File: src/rtl/aeolus_core_fsm.sv
// Multi-cycle Aeolus accumulator CPU: FETCH/EXEC/HALT over a req/ack program memory.
// Optional single-level CALL/RET on opcode 0 when AEOLUS_CALL_EN is defined.
module aeolus_core_fsm #(
  parameter int DATA_WIDTH = 8,
  parameter int ADDR_WIDTH = 8
) (
  input  logic                  clk,
  input  logic                  reset,
  output logic [ADDR_WIDTH-1:0] romAddr,
  output logic                  romReq,
  input  logic                  romAck,
  input  logic [ADDR_WIDTH+3:0] romData,
  input  logic [DATA_WIDTH-1:0] inA,
  input  logic [DATA_WIDTH-1:0] inB,
  output logic [DATA_WIDTH-1:0] cpuOut,
  output logic                  outValid,
  output logic                  carry,
  output logic                  halted
);

  localparam logic [1:0] S_FETCH = 2'd0;
  localparam logic [1:0] S_EXEC  = 2'd1;
  localparam logic [1:0] S_HALT  = 2'd2;

  localparam logic [3:0] OP_NOP = 4'h0, OP_LDA = 4'h1, OP_LDB = 4'h2, OP_LDO = 4'h3;
  localparam logic [3:0] OP_ADD = 4'h4, OP_SUB = 4'h5, OP_AND = 4'h6, OP_OR  = 4'h7;
  localparam logic [3:0] OP_XOR = 4'h8, OP_INV = 4'h9, OP_LSH = 4'hA, OP_RSH = 4'hB;
  localparam logic [3:0] OP_CLR = 4'hC, OP_JMP = 4'hD, OP_JNZ = 4'hE, OP_HLT = 4'hF;

  logic [1:0]            state_q, state_d;
  logic [ADDR_WIDTH-1:0] pc_q, pc_d;
  logic [DATA_WIDTH-1:0] a_q, a_d, b_q, b_d, acc_q, acc_d, o_q, o_d;
  logic [ADDR_WIDTH+3:0] ir_q, ir_d;
  logic                  carry_q, carry_d;
  logic                  ov_q, ov_d;
`ifdef AEOLUS_CALL_EN
  logic [ADDR_WIDTH-1:0] ret_q, ret_d;
  logic                  ret_vld_q, ret_vld_d;
`endif

  logic [3:0]            op;
  logic [ADDR_WIDTH-1:0] opd;
  logic [ADDR_WIDTH-1:0] pc_inc;

  assign op     = ir_q[ADDR_WIDTH+3:ADDR_WIDTH];
  assign opd    = ir_q[ADDR_WIDTH-1:0];
  assign pc_inc = pc_q + {{(ADDR_WIDTH-1){1'b0}}, 1'b1};

  always_comb begin
    state_d = state_q;
    pc_d    = pc_q;
    a_d     = a_q;
    b_d     = b_q;
    acc_d   = acc_q;
    o_d     = o_q;
    ir_d    = ir_q;
    carry_d = carry_q;
    ov_d    = 1'b0;
`ifdef AEOLUS_CALL_EN
    ret_d     = ret_q;
    ret_vld_d = ret_vld_q;
`endif
    case (state_q)
      S_FETCH: begin
        if (romAck) begin
          ir_d    = romData;
          state_d = S_EXEC;
        end
      end
      S_EXEC: begin
        state_d = S_FETCH;
        pc_d    = pc_inc;
        case (op)
          OP_NOP: begin
`ifdef AEOLUS_CALL_EN
            // Nonzero operand is CALL, zero operand is RET (NOP if nothing saved).
            if (opd != '0) begin
              ret_d     = pc_inc;
              ret_vld_d = 1'b1;
              pc_d      = opd;
            end else if (ret_vld_q) begin
              pc_d      = ret_q;
              ret_vld_d = 1'b0;
            end
`endif
          end
          OP_LDA: a_d = inA;
          OP_LDB: b_d = inB;
          OP_LDO: begin
            o_d  = acc_q;
            ov_d = 1'b1;
          end
          OP_ADD: {carry_d, acc_d} = {1'b0, a_q} + {1'b0, b_q};
          OP_SUB: begin
            acc_d   = a_q - b_q;
            carry_d = (a_q < b_q);
          end
          OP_AND: acc_d = a_q & b_q;
          OP_OR:  acc_d = a_q | b_q;
          OP_XOR: acc_d = a_q ^ b_q;
          OP_INV: acc_d = ~acc_q;
          OP_LSH: begin
            carry_d = acc_q[DATA_WIDTH-1];
            acc_d   = {acc_q[DATA_WIDTH-2:0], 1'b0};
          end
          OP_RSH: begin
            carry_d = acc_q[0];
            acc_d   = {1'b0, acc_q[DATA_WIDTH-1:1]};
          end
          OP_CLR: begin
            acc_d   = '0;
            carry_d = 1'b0;
          end
          OP_JMP: pc_d = opd;
          OP_JNZ: if (acc_q != '0) pc_d = opd;
          OP_HLT: begin
            pc_d    = pc_q;
            state_d = S_HALT;
          end
          default: ;
        endcase
      end
      S_HALT:  state_d = S_HALT;
      default: state_d = S_FETCH;
    endcase
  end

  always_ff @(posedge clk or negedge reset) begin
    if (!reset) begin
      state_q <= S_FETCH;
      pc_q    <= '0;
      a_q     <= '0;
      b_q     <= '0;
      acc_q   <= '0;
      o_q     <= '0;
      ir_q    <= '0;
      carry_q <= 1'b0;
      ov_q    <= 1'b0;
    end else begin
      state_q <= state_d;
      pc_q    <= pc_d;
      a_q     <= a_d;
      b_q     <= b_d;
      acc_q   <= acc_d;
      o_q     <= o_d;
      ir_q    <= ir_d;
      carry_q <= carry_d;
      ov_q    <= ov_d;
    end
  end

`ifdef AEOLUS_CALL_EN
  always_ff @(posedge clk or negedge reset) begin
    if (!reset) begin
      ret_q     <= '0;
      ret_vld_q <= 1'b0;
    end else begin
      ret_q     <= ret_d;
      ret_vld_q <= ret_vld_d;
    end
  end
`endif

  // Request is gated by reset so it drops the instant reset asserts.
  assign romReq   = reset & (state_q == S_FETCH);
  assign romAddr  = pc_q;
  assign halted   = (state_q == S_HALT);
  assign cpuOut   = o_q;
  assign outValid = ov_q;
  assign carry    = carry_q;

endmodule

File: config.mk
export PLATFORM = sky130hd
export DESIGN_NAME = aeolus_core_fsm
export DESIGN_NICKNAME = d
export VERILOG_FILES = /design/src/rtl/aeolus_core_fsm.sv
export SDC_FILE = /design/constraint.sdc
export NUM_CORES = 1
export LEC_CHECK = 0
export CORE_ASPECT_RATIO = 0.6
export CORE_UTILIZATION = 35
export CTS_CLUSTER_DIAMETER = 50
export DETAILED_ROUTE_END_ITERATION = 6
export PLACE_DENSITY = 0.58
export SLEW_MARGIN = 20
export SYNTH_ARGS = -nofsm -noshare
export SYNTH_HDL_FRONTEND = slang
export SYNTH_SLANG_ARGS = --single-unit
File: constraint.sdc
create_clock -name clk -period 3.7 [get_ports clk]
set_input_delay 0.555 -clock clk [delete_from_list [all_inputs] [get_ports clk]]
set_output_delay 0.555 -clock clk [all_outputs]
set_load 0.05 [all_outputs]
* After elaboration in Yosys (flattened, before gate mapping)
Cells that the tools add are included.
** Word-level totals
- Bits of input ports :: 31
- Flip-flop bits (word level) :: 56
- Output and inout bits :: 20
- Word-level logic and storage cells :: 57
** Cells by class
- Add/sub/neg operators :: 3
- Bitwise operators :: 6
- $lt $le $gt $ge :: 1
- Equal/unequal tests :: 18
- Reduce and logical (&&, ||, !) cells :: 11
- Multiplexer cells :: 9
** Operators with widths (count)
- one-hot mux 8 bit (9 select lines) :: 1
- == test 4 bit (second input constant) :: 8
- one-hot mux 8 bit (3 select lines) :: 1
- == test 4 x 3 -> 1 bit (second input constant) :: 4
- AND reduction 2 bit :: 7
- adder 8 x 8 -> 9 bit :: 1
- nonzero test 9 bit :: 1
- adder 8 x 1 -> 8 bit (second input constant) :: 1
- bitwise AND 8 bit :: 1
- == test 4 x 2 -> 1 bit (second input constant) :: 2
- < comparator 8 bit :: 1
- 2-to-1 mux 8 bit :: 1
- NOT 8 bit :: 1
- OR 8 bit :: 1
- nonzero test 8 bit :: 1
- subtractor 8 bit :: 1
- XOR 8 bit :: 1
- one-hot mux 2 bit (3 select lines) :: 1
- one-hot mux 1 bit (5 select lines) :: 1
- nonzero test 5 bit :: 1
- == test 4 x 1 -> 1 bit (second input constant) :: 1
- 2-to-1 mux 2 bit :: 2
- == test 2 x 1 -> 1 bit (second input constant) :: 1
- == test 2 bit (second input constant) :: 1
- 5 further kinds :: 6

* Longest topological paths before layout
- Word-level depth :: 3
- Gate-level depth with buffers :: 9
- Mapped depth without buffers :: 9

* Worst setup path after synthesis
OpenSTA, ideal clock, no wires.
- Path type :: in2out
- Start point :: in reset
- End point :: out romReq
- Arrival time :: 1.701 ns
- Required time :: 3.145 ns
- Path slack :: 1.444 ns
- Buffers on the path :: 0
- Cell stages on the path :: 1
- Path through :: nor3b_1
** On the way
- Cells in the longest elaborated chain, start to end :: 1
** RTL lines
- start, declared :: line 8 : input logic reset,
- bitwise AND 1 bit :: line 165 : assign romReq = reset & (state_q == S_FETCH);
- end, declared :: line 10 : output logic romReq,
Every way passes these cells.

* Final worst setup path
- Start point :: reg ir_q[8]
- End point :: reg acc_q[7]
** On the way
- Cells in the longest elaborated chain, start to end :: 3
- Elaborated cells between the ends (all ways) :: 12
- Classes of those cells :: 9 x eq/ne; 1 x mux; 2 x reduce/logical
** RTL lines
- start, declared :: line 33 : logic [ADDR_WIDTH+3:0] ir_q, ir_d;
- start signal, assigned :: line 146 : ir_q <= ir_d;
- == test 4 bit / == test 4 x 3 -> 1 bit (equally long branches) :: line 73 : case (op)
- nonzero test 9 bit (no line)
- AND reduction 2 bit (no line)
- end signal, assigned :: line 134 : acc_q <= '0;
- end signal, assigned :: line 144 : acc_q <= acc_d;
- end, declared :: line 32 : logic [DATA_WIDTH-1:0] a_q, a_d, b_q, b_d, acc_q, acc_d, o_q, o_d;
Parallel ways exist; a longest one is shown, timed or not.
A chain may end at the register's enable or synchronous reset.

==> results.md <==
- Hold buffer count at cts: 0
- Largest net degree at the start of global routing: between 50 and 60
- Most frequent cells in the layout: 56 x dfrtp_1, 49 x clkdlybuf4s50_1, 38 x mux2_2
- Seq cells post-synth: 56
- Final net count: 495
- Clock buffer depth: 2
- Die ar.: between 0.01 and 0.015 mm2
- Synth async-reset ratio: between 90% and 100%
- Worst vdd ir: around 0.35 mV
- Period utilization: between 60 and 70%
- Reg area: roughly 0.0014 mm2
- Commonest non-fill, non-tap cell in the layout: dfrtp_1
- Post-synthesis cell type count: between 60 and 70
- Via density: ~5.4
- Core area: 0.0106 mm2
- Chip Height: between 80 and 90 um
- Final WL: approximately 10000 um
- # IOs: between 50 and 60
- Die Span X: 137 um
- Via count: 3096
- Port Buffers: 50
- Post-synth top flop: dfrtp_1
- Gr usage total: a little under a fifth
- Synthesis-to-finish area growth: 19.4%
- RSZ-0062 raised after global routing: false
- Initial antenna violation count: 1
- Pre-antenna DRT Iters: 5
- Postcts setup bufs: 0
- Global placement routability congestion: between 0.8 and 0.9
- Critical Path RT: 3870 ps
- Clock latency on the worst-skew pair: about 300 ps
- CP Launch Type: register
- Synthesized instance count: between 300 and 400
- Worst R2R Path Depth: 5
- Slew headroom: between 30% and 40%
- Hold Vio Cnt, Final: 0
- Status: complete, no violations
- H-tree levels: 2
- Global route overflow: 0
- Syn_area_per_cell: 9.59 um2
- Layout Utilization: between 40% and 50%
- Placed Instance Area: between 0.004 and 0.005 mm2
- Final setup vio count: 0
- Worst Clk Skew: between 8 and 9 ps
- Routed wire per std cell: ~17 um
- Post_cts resized: 0
- Post-synthesis sequential area ratio: 36.8%
- Syn_nets: about 460
- Critical path class: reg -> reg
- ANT nets after route: 0
- Minimum clock period: around 2600 ps
- CTS Root Cell: clkbuf_16
- Crit. End Element: register
- Post-synth EDFFs: 0
- Worst min-delay path class: in -> async
- Yosys Warn Count: 0
- Proportion of layout cells with a drive suffix above 1: 14.4%
- CTS tree: done
- Inserted Diodes: 0
- Max Freq: approximately 0.39 GHz
- CP Data Arrival Time: ~2700 ps
- DRC: 0
- CTS Sinks: 56
- Post-DP HPWL: approximately 7500 um
- Layout fillers: between 1000 and 1500
- Multi-input gate area in the final layout: between 0.002 and 0.0025 mm2
- Max Cap Viol: 0
- Slew Viols, Final: 0
- Vias in the first global route: about 2800
- CTS Buf Count: 5
- Crit Path Max Fanout: 22
- Power density over the cells: around 940 mW/mm2
- Starting density of the core: between 30% and 40%
- Worst Max-Slew Pin Slew: approximately 960 ps
- Mapped cell area: 0.00381 mm2
- Setup TNS: 0 ps
- First-pass GRT wire length: roughly 15000 um
- Leakage power: just under 2 nW
- FP Rows: 29
- CTS clock-pin slew for the worst setup and hold paths: 70 ps
- Fin area: 0.00455 mm2
- 1st-iter DRT viols: 300
## routing by layer
layer  vias up  GRT usage, %  part of all wire (%)
met5         -             0                     0
met1      1484          29.0                    54
met3         8          3.64                   6.3
met4         0          3.33                  0.68
li1       1506             -                     -
met2        98          24.1                    39
## worst max-delay path, stage by stage, from the launching register on
cell      delay [ps]
dfrtp_1          640
or2_4            400
a211oi_4         640
o221ai_1         290
a211oi_1         320
o22ai_1          130
## kinds of logic after synthesis
logic type                 share of synthesized area, %
AOI/OAI and AO/OA                                  18.7
xor gates and xnor gates                           2.07
adders and majority gates                          9.27
buffers and inverters                              5.56
DFF                                                36.8
muxes                                              13.4
and+or+nand+nor                                    14.1
## stage by stage
stage | cells | hold WS [ps] | setup WS (ps) | total power, mW
floorplan | 397 | 259 | 1440 | 3.07
global placement | 569 | 491 | 1180 | 3.72
detailed placement | 569 | 497 | 1260 | 3.76
CTS | 577 | 515 | 1250 | 4.27
global route | 577 | 533 | 1060 | 4.59
finish | 577 | 492 | 1150 | 4.27
## area by class of cell
class                   instances  share of cell area, %
well taps                     139                   3.83
inverters                      25                   2.06
repair buffers                 54                   11.6
clock inverters                 3                  0.578
flip-flops and latches         56                   30.8
clock buffers                   5                   2.75
multi-input cells             295                   48.4
## worst paths after layout
check,from,slack (ps),endpoint
max,ir_q[8],1150,acc_q[7]
min,reset,490,romAddr[3]
max reg2reg,ir_q[8],1150,acc_q[7]
min reg2reg,cpuOut[5],510,cpuOut[5]
max in group asynchronous,reset,2740,ir_q[4]
min in group clk,cpuOut[5],510,cpuOut[5]
## synthesized netlist by cell type, drive strengths merged, types with 2 or more instances
cell type  instances  area, um2
dfrtp             56       1400
mux2              38        428
a21oi             29        145
nand2             28        113
o21ai             28        140
nor2              27        104
ha                25        313
inv               25       93.8
buf               17        103
nand3             13       65.1
a211oi             8       72.6
a22oi              8       60.1
xnor2              7       61.3
mux2i              6       60.1
nand2b             6       37.5
nor2b              6       37.5
nor4               6       52.6
a31oi              5       31.3
and3               4       25.0
clkbuf             4       15.0
nor3b              4       35.0
o31ai              4       30.0
o21bai             3       22.5
a21o               2       15.0
a221oi             2       17.5
a32oi              2       17.5
and2b              2       16.3
fa                 2       40.0
nor3               2       10.0
o2111ai            2       17.5
o211ai             2       15.0
o221ai             2       17.5
o22ai              2       12.5
o311a              2       20.0
or2                2       15.0
xor2               2       17.5
## registers in the layout (all words and copies together) (netlist names)
| register | count |
|---|---|
| ir_q | 12 |
| b_q | 8 |
| state_q | 2 |
| romAddr | 8 |
| a_q | 8 |
| cpuOut | 8 |
| outValid | 1 |
| acc_q | 8 |
| carry | 1 |
## report_power, final
part	leakage [nW]	internal [mW]	switching [mW]
Sequential	0.661	0.871	0.364
Clock	0.0744	0.257	0.238
Combinational	1.21	1.07	1.48
Total	1.94	2.20	2.08
No activity file was read; power rests on OpenSTA's default activity.
